$ cat config.mk
export PLATFORM = sky130hd
export DESIGN_NAME = xdma_stream_lock_arbiter
export DESIGN_NICKNAME = d
export VERILOG_FILES = /design/src/rtl/xdma_arb_pkg.sv /design/src/rtl/xdma_rr_picker.sv /design/src/rtl/xdma_stream_lock_arbiter.sv
export SDC_FILE = /design/constraint.sdc
export NUM_CORES = 1
export LEC_CHECK = 0
export CORE_MARGIN = 2
export CORE_UTILIZATION = 24
export DETAILED_ROUTE_END_ITERATION = 10
export GPL_TIMING_DRIVEN = 1
export MAX_ROUTING_LAYER = met4
export SLEW_MARGIN = 20
export SYNTH_ARGS = -nofsm -noshare
export SYNTH_HDL_FRONTEND = slang
export SYNTH_HIERARCHICAL = 1
export SYNTH_SLANG_ARGS = --single-unit
$ cat constraint.sdc
create_clock -name clk_i -period 3.88 [get_ports clk_i]
set_input_delay 0.388 -clock clk_i [delete_from_list [all_inputs] [get_ports clk_i]]
set_output_delay 0.388 -clock clk_i [all_outputs]
set_load 0.01 [all_outputs]
$ cat src/rtl/xdma_arb_pkg.sv
// Shared types and constants for the XDMA stream lock arbiter.
package xdma_arb_pkg;
  typedef enum logic {IDLE = 1'b0, BUSY = 1'b1} arb_state_e;

  localparam int ARB_FIXED = 0;
  localparam int ARB_RR    = 1;
endpackage

$ cat src/rtl/xdma_rr_picker.sv
// Combinational picker: first set request at or above ptr, wrapping to the lowest set bit.
module xdma_rr_picker #(
  parameter int N     = 2,
  parameter int IDX_W = 1
) (
  input  logic [N-1:0]     req,
  input  logic [IDX_W-1:0] ptr,
  output logic [IDX_W-1:0] idx,
  output logic             valid
);
  logic [N-1:0] req_hi;

  always_comb begin
    req_hi = '0;
    for (int i = 0; i < N; i++) req_hi[i] = req[i] && (i >= int'(ptr));
  end

  // Lowest overall request is the wrap-around fallback; a request at/above ptr overrides it.
  always_comb begin
    idx   = '0;
    valid = |req;
    for (int i = N - 1; i >= 0; i--) if (req[i]) idx = IDX_W'(i);
    if (|req_hi)
      for (int i = N - 1; i >= 0; i--) if (req_hi[i]) idx = IDX_W'(i);
  end
endmodule

$ cat src/rtl/xdma_stream_lock_arbiter.sv
// N-input stream arbiter that locks a grant from start_o until done_i.
module xdma_stream_lock_arbiter
  import xdma_arb_pkg::*;
#(
  parameter type data_t        = logic,
  parameter int  N_INP         = 2,
  parameter int  RR_MODE       = ARB_RR,
  parameter int  BEAT_CNT_W    = 16,
  localparam int IDX_W         = (N_INP > 1) ? $clog2(N_INP) : 1
) (
  input  logic                  clk_i,
  input  logic                  rst_i,
  input  data_t [N_INP-1:0]     inp_data_i,
  input  logic  [N_INP-1:0]     inp_valid_i,
  output logic  [N_INP-1:0]     inp_ready_o,
  input  logic  [N_INP-1:0]     inp_mask_i,
  output data_t                 oup_data_o,
  output logic                  oup_valid_o,
  input  logic                  oup_ready_i,
  input  logic                  done_i,
  output logic                  start_o,
  output logic                  busy_o,
  output logic [IDX_W-1:0]      grant_idx_o,
  output logic [BEAT_CNT_W-1:0] beat_cnt_o
);
  arb_state_e             state_q, state_d;
  logic [IDX_W-1:0]       grant_idx_q, rr_ptr_q, pick_ptr, pick_idx;
  logic [BEAT_CNT_W-1:0]  beat_cnt_q;
  logic [N_INP-1:0]       req;
  logic                   pick_vld, take, hs;

  assign req      = inp_valid_i & inp_mask_i;
  assign pick_ptr = (RR_MODE == ARB_RR) ? rr_ptr_q : '0;
  // Reset wins over a pending request so no grant is taken in a reset cycle.
  assign take     = (state_q == IDLE) && pick_vld && !rst_i;
  assign hs       = busy_o && oup_valid_o && oup_ready_i;

  xdma_rr_picker #(.N(N_INP), .IDX_W(IDX_W)) u_picker (
    .req   (req),
    .ptr   (pick_ptr),
    .idx   (pick_idx),
    .valid (pick_vld)
  );

  always_ff @(posedge clk_i) begin
    if (rst_i) state_q <= IDLE;
    else       state_q <= state_d;
  end

  always_comb begin
    state_d = state_q;
    case (state_q)
      IDLE:    if (pick_vld) state_d = BUSY;
      BUSY:    if (done_i)   state_d = IDLE;
      default: state_d = IDLE;
    endcase
  end

  always_comb begin
    start_o     = take;
    busy_o      = (state_q == BUSY);
    inp_ready_o = '0;
    oup_valid_o = 1'b0;
    oup_data_o  = '0;
    if (state_q == BUSY) begin
      for (int i = 0; i < N_INP; i++) begin
        if (grant_idx_q == IDX_W'(i)) begin
          oup_valid_o    = inp_valid_i[i];
          oup_data_o     = inp_data_i[i];
          inp_ready_o[i] = oup_ready_i;
        end
      end
    end
  end

  always_ff @(posedge clk_i) begin
    if (rst_i) begin
      grant_idx_q <= '0;
      rr_ptr_q    <= '0;
      beat_cnt_q  <= '0;
    end else if (take) begin
      grant_idx_q <= pick_idx;
      beat_cnt_q  <= '0;
      if (RR_MODE == ARB_RR)
        rr_ptr_q <= (int'(pick_idx) == N_INP - 1) ? '0 : pick_idx + 1'b1;
    end else if (hs && beat_cnt_q != '1) begin
      beat_cnt_q <= beat_cnt_q + 1'b1;
    end
  end

  assign grant_idx_o = grant_idx_q;
  assign beat_cnt_o  = beat_cnt_q;
endmodule
==> qor.yml <==
die_w_um: 70.9
ys.warnings.count: 6
ios: 33
rows: 24
flow.area_growth_from_synthesis_pct: 38.6
ys_ff_latch: 19
preCtsSetupSlack_ns: 1.30
slowest_stage: "clkdlybuf4s50_1"
grt_pass1_wl_um: 4480
drt_iter0_markers: 63
vdd_drop_max_v: 0.000140
synth-seq-area-share: 0.354
wirelength_um: 2610
postCtsSetupBuffers: 0
portBuffers: 32
cts.path.max_buffers: 2
max_freq_ghz: 0.393
core_area_um2: 4320
drive_above_1_share: 0.0755
first_pass_iters: 4
hold_viol: 0
path_class: "in2out"
final_antenna_net_count: 0
grt_overflow: 0
n_antenna_cell: 0
synth_top_cell_by_area: "dfxtp_1"
postSynth.asyncResetShare: 0
clk_latency_ns: 0.26
rr_endpoint: "beat_cnt_o[3]"
final.min_clock_period_ns: 2.54
grt.total_usage: 0.112
cts_root_buffer: "clkbuf_8"
place.gp.congestion: 0.787
rsz0062_at_grt: "no"
synth_common_cells: "19 x dfxtp_1, 10 x a21oi_1, 10 x nand2_1, 10 x or3_1, 9 x o21ai_0"
wl_per_cell_um: 12.4
min_period_over_period: 0.655
syn_avg_cell_area_um2: 8.53
crit_end: "start_o"
synth.most_common_cell: "dfxtp_1"
floorplan.die.height_um: 70.9
final_max_slew_viol_count: 0
worst_path_largest_cell_delay_ns: 0.59
power_density_nw_per_um2: 259
cp_cell_sequence: "clkdlybuf4s50_1, and2_1, or2_1, nor2b_1, nor2b_1, clkdlybuf4s50_1"
vias: 1054
synth_area_leaders: "dfxtp_1 35%, or3_1 5.8%, a21oi_1 4.7%"
hp-class: "reg2reg"
crit-reg2reg-launch: "busy_o"
status: "complete, no violations"
ff2ff_path_depth: 4
htreeDepth: 1
netlist_instances: 126
initial_core_util: 0.249
postCtsHoldBufs: 0
setup_ws_ns: 1.34
rrSetupSlack_ns: 2.06
grt_max_degree: 15
setup_violations: 0
grt_pass1_vias: 949
path_clk_slew_ns: 0.07
antenna_found_initial: 0
fin_setup_tns_ns: 0
drv_cap: 0
post_cts_resized: 0
utilization: 0.345
crit_start: "inp_valid_i[1]"
power.leakage_nw: 0.478
worst_pin_slew_ns: 0.778
cp_max_fo: 3
required_ns: 3.49
ys.flop_type: "dfxtp_1"
start_kind: "input pin"
cts_tree: "done"
max_slew_margin: 0.482
hpwl_um: 1960
yosysTopAreaCellShare: 0.354
cts_buffers: 3
synth_edf_count: 0
nNetsFinal: 171
ys_types: 37
fill_cells: 490
syn-num-nets: 137
power_w: 0.000386
dieArea_um2: 5030
vias_per_cell: 5.00
cts_sinks: 19
end_kind: "output pin"
drt_drc_violations_left: 0
syn-cell-area_um2: 1070
clock_skew_ns: 0.00126
crit_arrival_ns: 2.15
-- registers in the layout (all words and copies together), names as in the netlist --
name and count:
busy_o 1, grant_idx_o 1, pick_ptr 1, beat_cnt_o 16
-- critical path: cells and delay by family --
kind          cells  cell delay, ns
buf+inv           2            1.06
simple gates      4            0.71
-- metrics by stage --
stage	cells	hold slack, ns	cell area (um^2)
floorplan	126	0.442	1070
global placement	207	0.459	1440
detailed placement	207	0.472	1440
CTS	211	0.494	1490
global route	211	0.527	1490
finish	211	0.496	1490
-- metal layers --
metal	up-vias	track usage	part of all wire
met5	-	-	0
met4	0	0.0189	0.0065
met3	5	0.0299	0.056
met2	30	0.172	0.45
met1	468	0.152	0.49
li1	551	-	-
-- worst min-delay path by stage --
| stage | endpoint | start | slack [ns] | cells after the start |
|---|---|---|---|---|
| floorplan | pick_ptr | pick_ptr | 0.44 | 1 |
| global placement | pick_ptr | pick_ptr | 0.46 | 1 |
| detailed placement | pick_ptr | pick_ptr | 0.47 | 1 |
| CTS | pick_ptr | pick_ptr | 0.49 | 1 |
| global route | beat_cnt_o[1] | beat_cnt_o[1] | 0.53 | 2 |
| finish | beat_cnt_o[15] | beat_cnt_o[15] | 0.50 | 2 |
-- placed cells by master, fill, tap and decap left out, drive strengths merged, types with 2 or more instances in the layout --
cell / instances
a21oi: 10
a22o: 2
and2: 4
and3: 3
and4: 3
clkbuf: 3
clkdlybuf4s50: 32
dfxtp: 19
inv: 4
mux2i: 2
nand2: 10
nand3: 7
nand4: 8
nor2: 6
nor2b: 3
nor3: 2
nor4: 2
o211ai: 3
o21ai: 9
o31ai: 2
o41ai: 2
or2: 2
or3: 10
or4: 3
-- report_power, final --
| group | switching (W) | total, W | internal [W] |
|---|---|---|---|
| registers | 0.00000421 | 0.000202 | 0.000198 |
| clock network | 0.0000704 | 0.000142 | 0.0000715 |
| logic | 0.0000193 | 0.0000426 | 0.0000233 |
-- cell families (layout without fill, tap and decap cells) --
group	count (synthesis)	count (layout)	synth area share
compound gates	33	33	0.193
fa+ha+maj	1	1	0.0116
mux	3	3	0.0326
buf+inv	7	40	0.0291
flops	19	19	0.354
simple gates	63	63	0.380
-- final cells by class --
cell class	count	area [um^2]	share of cell area
Clock buffer	3	41.3	0.0277
Sequential cell	19	380	0.255
Timing Repair Buffer	32	320	0.215
Clock inverter	1	5.00	0.00336
Tap cell	52	65.1	0.0437
Inverter	4	15.0	0.0101
Multi-Input combinational cell	100	663	0.445
Power figures use the tool's default switching activity.
